<file path="src/rtl/pipe_ctrl.sv">
// pipe_ctrl: central pipeline controller.
//   Arbitrates per-stage stall requests into stall[5:0] (bit0 PC .. bit5 WB),
//   turns a MEM-stage exception into a one-cycle flush plus redirect PC, and
//   freezes the whole pipeline while an instruction fetch is outstanding so
//   the flush is deferred until the fetch completes.
//
// Optional feature: define CTRL_STALL_WATCHDOG_EN to enable a watchdog that
//   raises sticky stall_timeout after WDOG_LIMIT consecutive PC-stall cycles.
//   Undefined: no counter, stall_timeout tied to 0.
//
// Ports:
//   clk           in   clock, all state updates on posedge
//   resetn        in   synchronous active-low reset
//   stallreq_if   in   IF stage waiting on instruction bus
//   stallreq_id   in   ID load-use hazard
//   stallreq_ex   in   EX multi-cycle op busy
//   stallreq_mem  in   MEM stage waiting on data bus
//   excepttype_i  in   MEM-stage exception code, 0 = none
//   cp0_epc_i     in   current EPC from CP0
//   stall         out  per-stage hold, 1 = hold
//   flush         out  one-cycle flush of all pipeline registers
//   new_pc        out  redirect PC, valid with flush
//   stall_cnt     out  saturating count of cycles with stall != 0
//   stall_timeout out  sticky watchdog flag
module pipe_ctrl #(
    parameter logic [31:0] EXC_VECTOR = 32'hBFC00380,
    parameter logic [31:0] ERET_CODE  = 32'h0000000E,
    parameter int unsigned WDOG_LIMIT = 1024
) (
    input  logic        clk,
    input  logic        resetn,
    input  logic        stallreq_if,
    input  logic        stallreq_id,
    input  logic        stallreq_ex,
    input  logic        stallreq_mem,
    input  logic [31:0] excepttype_i,
    input  logic [31:0] cp0_epc_i,
    output logic [5:0]  stall,
    output logic        flush,
    output logic [31:0] new_pc,
    output logic [31:0] stall_cnt,
    output logic        stall_timeout
);

    typedef enum logic {RUN, WAIT_IF} state_t;

    state_t      state_q, state_d;
    logic [31:0] code_q, code_d;
    logic [31:0] epc_q, epc_d;
    logic [31:0] stall_cnt_q;

    always_comb begin
        state_d = state_q;
        code_d  = code_q;
        epc_d   = epc_q;
        stall   = '0;
        flush   = 1'b0;
        new_pc  = '0;
        if (resetn) begin
            unique case (state_q)
                RUN: begin
                    if (excepttype_i != '0) begin
                        if (stallreq_if) begin
                            // Fetch in flight: freeze everything and remember
                            // the exception until the bus transaction ends.
                            stall   = '1;
                            code_d  = excepttype_i;
                            epc_d   = cp0_epc_i;
                            state_d = WAIT_IF;
                        end else begin
                            flush  = 1'b1;
                            new_pc = (excepttype_i == ERET_CODE) ? cp0_epc_i : EXC_VECTOR;
                        end
                    end else if (stallreq_mem) begin
                        stall = 6'b011111;
                    end else if (stallreq_ex) begin
                        stall = 6'b001111;
                    end else if (stallreq_id) begin
                        stall = 6'b000111;
                    end else if (stallreq_if) begin
                        stall = 6'b000011;
                    end
                end
                WAIT_IF: begin
                    if (stallreq_if) begin
                        stall = '1;
                    end else begin
                        flush   = 1'b1;
                        new_pc  = (code_q == ERET_CODE) ? epc_q : EXC_VECTOR;
                        state_d = RUN;
                    end
                end
                default: state_d = RUN;
            endcase
        end
    end

    always_ff @(posedge clk) begin
        if (!resetn) begin
            state_q     <= RUN;
            code_q      <= '0;
            epc_q       <= '0;
            stall_cnt_q <= '0;
        end else begin
            state_q <= state_d;
            code_q  <= code_d;
            epc_q   <= epc_d;
            if (stall != '0 && stall_cnt_q != '1)
                stall_cnt_q <= stall_cnt_q + 32'd1;
        end
    end

    assign stall_cnt = stall_cnt_q;

`ifdef CTRL_STALL_WATCHDOG_EN
    localparam int unsigned WDOG_W = $clog2(WDOG_LIMIT + 1);
    localparam logic [WDOG_W-1:0] WDOG_MAX = WDOG_W'(WDOG_LIMIT);

    logic [WDOG_W-1:0] wdog_q, wdog_d;
    logic              timeout_q;

    always_comb begin
        wdog_d = '0;
        if (stall[0])
            wdog_d = (wdog_q == WDOG_MAX) ? wdog_q : wdog_q + 1'b1;
    end

    always_ff @(posedge clk) begin
        if (!resetn) begin
            wdog_q    <= '0;
            timeout_q <= 1'b0;
        end else begin
            wdog_q    <= wdog_d;
            timeout_q <= timeout_q | (wdog_d == WDOG_MAX);
        end
    end

    assign stall_timeout = timeout_q;
`else
    assign stall_timeout = 1'b0;
`endif

endmodule

</file>
<file path="config.mk">
export PLATFORM = sky130hd
export DESIGN_NAME = pipe_ctrl
export DESIGN_NICKNAME = d
export VERILOG_FILES = /design/src/rtl/pipe_ctrl.sv
export SDC_FILE = /design/constraint.sdc
export NUM_CORES = 1
export LEC_CHECK = 0
export CORE_ASPECT_RATIO = 0.9
export CORE_MARGIN = 2
export CORE_UTILIZATION = 45
export CTS_BUF_LIST = sky130_fd_sc_hd__clkbuf_8 sky130_fd_sc_hd__clkbuf_16
export DETAILED_ROUTE_END_ITERATION = 6
export PLACE_DENSITY = 0.83
export SYNTH_ARGS = -nofsm -noshare
export SYNTH_HDL_FRONTEND = slang
export SYNTH_SLANG_ARGS = --single-unit
</file>
<file path="constraint.sdc">
create_clock -name clk -period 3.5 [get_ports clk]
set_input_delay 0.525 -clock clk [delete_from_list [all_inputs] [get_ports clk]]
set_output_delay 0.525 -clock clk [all_outputs]
set_load 0.02 [all_outputs]
</file>
# Word-level counts from Yosys, hierarchy flattened
# Cells that the tools add are included.
# word_totals
reg_bits,97
in_bits,70
out_inout_bits,72
wordCells,35
# op_classes
addsub,1
eq_ne,3
mux,22
bitwise_logic,1
reduce_logical,4
# op_table
op,n
$mux 32,6
$eq 32x4->1 const B,2
$pmux 32 s2,1
$add 32x1->32 const B,1
$ne 32x32->1 const B,1
$reduce_bool 32->1,1
$mux 6,3
$pmux 6 s2,1
$reduce_bool 6->1,1
$mux 1,5
$mux 5,1
$mux 4,1
$pmux 1 s2,2
$mux 3,1
$reduce_and 3->1,1
$mux 2,1
$logic_and 1x1->1,1
$not 1->1,1

# Longest topological paths before layout
# depth
ltp_word,9
depth_mapped,8
ltp_nobuf,6

# Worst setup path after synthesis
# No wires, ideal clock.
# synth_timing
path_kind,input to output
start,input excepttype_i[30]
end,output new_pc[0]
arrival_ns,2.118
t_required_ns,2.975
path_slack_ns,0.857
path_stages,6
path_buffers,1
path_cell_list,nor4_1 -> nand4_1 -> nor4b_1 -> clkbuf_1 -> a22oi_1 -> nor2_1
# synth_via
elab_chain_len,6
word_cells_on_any_way,7
cone_classes,eq/ne: 1; mux: 5; reduce/logical: 1
# synth_rtl
item,line_no,rtl
from (decl),36,"input logic [31:0] excepttype_i,"
$eq 32x4->1,72,new_pc = (excepttype_i == ERET_CODE) ? cp0_epc_i : EXC_VECTOR;
$mux 32,72,
$mux 32,63,if (stallreq_if) begin
$mux 32 (*),62,if (excepttype_i != '0) begin
$pmux 32 s2 (*),60,unique case (state_q)
$mux 32 (*),59,if (resetn) begin
to (decl),40,"output logic [31:0] new_pc,"
# Every way passes the cells marked *; elsewhere a longest branch is shown, timed or not.

# Worst setup path in the final report
# layout_timing
start,input excepttype_i[30]
end,output new_pc[29]
# Same word-level chain as after synthesis.

==> results.cfg <==
[placed_design]
placed_cell_area_um2 = 6425
pre_cts_ws_ps = -160.7
dp_hpwl_um = 9708
gp_congestion = 0.8539
portBuffers = 140

[routing]
viasPerCell = 5.829
met2_length_um = 7068
num_vias = 4809
wl_per_cell_um = 16.81
postRouteAntennaNets = 0
met1_length_um = 5819
route.met3.wl_um = 780
drt-pass1-iter-count = 6
drc = 0
wl_um = 13870
drt_iter0_markers = 423
top_layer = met4

[worst_setup_path]
slowest_delay_ps = 490
rrSetupSlack_ps = 1320
cp_data_required_time_ps = 2970
r2r-end = stall_cnt[26]
reg2reg_depth = 5
worstSetupPathType = input port to primary output
crit_fanout = 6
timing.rr.start = stall_cnt[10]
critPathLaunchType = input port
critPathArrivalTime_ps = 2850
cp_slowest_cell = clkdlybuf4s50_1
path_cells = clkdlybuf4s50_1, nor4_4, nand4_1, buf_4, buf_4, o31ai_4, buf_4, o21bai_1, a21oi_1, dlygate4sd2_1
endpoint_kind = primary output
crit_path_frequent_cell = buf_4

[logic_synthesis]
yosys.area.top_type = dfxtp_1
yosys-top-cells-count = 98 x nor2_1, 97 x dfxtp_1, 77 x mux2i_1
syn_avg_cell_area_um2 = 8.638
ys_seq_elements = 97
syn-instance-count = 562
yosysSeqAreaShare_pct = 40.00
syn_area_um2 = 4855
synth_area_leaders = dfxtp_1 40%, mux2i_1 16%, nor2_1 7.6%
ys_warn_count = 0
mappedNetlistNets = 633
synth_ff_type = dfxtp_1
synth_cell_types = 42
ys_async_sr_fraction_pct = 0
synth_top_area_share_pct = 40.00
yosysMostFrequentCell = nor2_1
synth_edf_count = 0

[finish]
multi_input_area_um2 = 2773
area_growth_pct = 39.59
finalInstanceArea_um2 = 6777
antenna_cells = 0
fill_cells = 830
drive_above_1_share_pct = 7.902
final-seq-area_um2 = 1942
fin_util_pct = 65.29
nets = 762

[clock_network]
htreeDepth = 3
cts_buffer_depth = 2
postCtsSetupBuffers = 0
clockRootBuffer = clkbuf_16
cts_tree = built
clk_latency_ps = 340
cts_buffers = 9
cts_sinks = 97
path_clk_slew_ps = 60
postCtsHoldBufs = 0

[global_routing]
track_usage_pct = 23.24
grt_pass1_wl_um = 21900
overflow = 0
grt_max_degree = 113
grt_pass1_vias = 4502
antenna_found_initial = 0

[floorplanning]
pin_count = 142
die_area_um2 = 11640
die_h_um = 102.5
initial_core_util_pct = 46.78
die_width_um = 113.5
rows = 35
core_area_um2 = 10380

[worst_hold_path]
hold_class = flip-flop to flip-flop
hold_path_end = stall_cnt[29]
min-delay-start = stall_cnt[29]
min_delay_path_depth = 2

[timing]
fin_worst_skew_ps = 6.426
slew_violations = 0
setup_viol_count_final = 0
fin_crit_ps = 3371
worstMarginPinSlew_ps = 618.5
fin_crit_sh_pct = 96.32
hold_viol = 0
fmax_mhz = 296.6
slew_headroom_pct = 58.45
worst_slack_ps = 128.7

[power]
leakagePower_uw = 0.002723
power.density_nw_per_um2 = 370.3
ir_worst_vdd_v = 0.0002926

[run]
cap_violations = 0

[run_status]
status = finished, final reports clean
## metal layers
metal	vias up	global-route usage (%)
li1	2332	-
met1	2306	28.07
met2	152	40.17
met3	19	6.526
met4	0	8.255
met5	-	0
## flip-flops by register name, indices dropped and copies added, names as in the netlist
| signal | cells |
|---|---|
| code_q | 32 |
| epc_q | 32 |
| stall_cnt | 32 |
| state_q | 1 |
## repair_timing
item,CTS,global route
gates cloned,1,1
endpoints found under the setup margin,35,28
resized for setup,40,18
endpoints found under the hold margin,0,0
## worst max-delay path, delay by kind of cell
family / cells / cell delay, ps
buffers and inverters: 5 / 1370
AO/OA/AOI/OAI: 3 / 470
AND/OR/NAND/NOR: 2 / 470
## power by group
group          total, uW  internal [uW]  switching [uW]
logic                346            174             172
registers           1180           1150            27.6
clock network        985            568             417
## cell type report
| cell class | count | share of cell area [%] |
|---|---|---|
| clock buffers | 10 | 3.527 |
| clock inverters | 6 | 0.8678 |
| inverters | 5 | 0.2954 |
| well taps | 129 | 2.382 |
| repair buffers | 164 | 23.36 |
| multi-input cells | 414 | 40.92 |
| flip-flops and latches | 97 | 28.66 |
## worst max path at each step
stage | endpoint | from
3_5_place_dp | new_pc[30] | excepttype_i[30]
2_1_floorplan | new_pc[0] | excepttype_i[30]
4_1_cts | new_pc[7] | excepttype_i[30]
5_1_grt | new_pc[10] | excepttype_i[22]
3_3_place_gp | new_pc[31] | excepttype_i[30]
6_report | new_pc[29] | excepttype_i[30]
## placed cells by master (no fill, tap or decap), types with 2 or more instances in the layout
| cell type | count |
|---|---|
| clkinv_2 | 3 |
| clkdlybuf4s50_1 | 104 |
| o21bai_1 | 12 |
| nor4_1 | 13 |
| o31ai_1 | 13 |
| nor4_4 | 2 |
| o311ai_1 | 5 |
| inv_1 | 4 |
| o21ai_0 | 14 |
| buf_6 | 2 |
| mux2i_1 | 77 |
| nand3_1 | 15 |
| nand2b_1 | 11 |
| dfxtp_1 | 97 |
| clkdlybuf4s15_1 | 8 |
| buf_4 | 20 |
| a21oi_1 | 27 |
| nor3_1 | 7 |
| nor2_1 | 97 |
| o41ai_1 | 5 |
| or4_1 | 12 |
| dlygate4sd2_1 | 27 |
| clkbuf_16 | 9 |
| clkinvlp_4 | 2 |
| nor4_2 | 6 |
| and3_1 | 2 |
| nand2_1 | 26 |
| buf_12 | 2 |
| and4_1 | 11 |
| a22oi_1 | 20 |
| nand4_1 | 21 |
## cell families after synthesis
family / count (synthesis) / synth area share (%)
AO/OA/AOI/OAI: 102 / 14.25
adder cells (fa/ha/maj): 1 / 0.2577
buffers and inverters: 51 / 4.845
flip-flops: 97 / 40.00
multiplexers: 77 / 15.88
other: 1 / 0.07725
AND/OR/NAND/NOR: 233 / 24.69
## per-stage QoR
| step | hold WS (ps) | total power [uW] | setup TNS, ps | std cells |
|---|---|---|---|---|
| floorplan | 454.3 | 1379 | 0 | 562 |
| CTS | 493.1 | 2525 | 0 | 824 |
| global route | 520.7 | 2600 | -18.49 | 825 |
| detailed placement | 479.6 | 1547 | -4315 | 807 |
| finish | 489.1 | 2509 | 0 | 825 |
| global placement | 461.1 | 1533 | -2100 | 807 |
No activity file was read; power rests on OpenSTA's default activity.
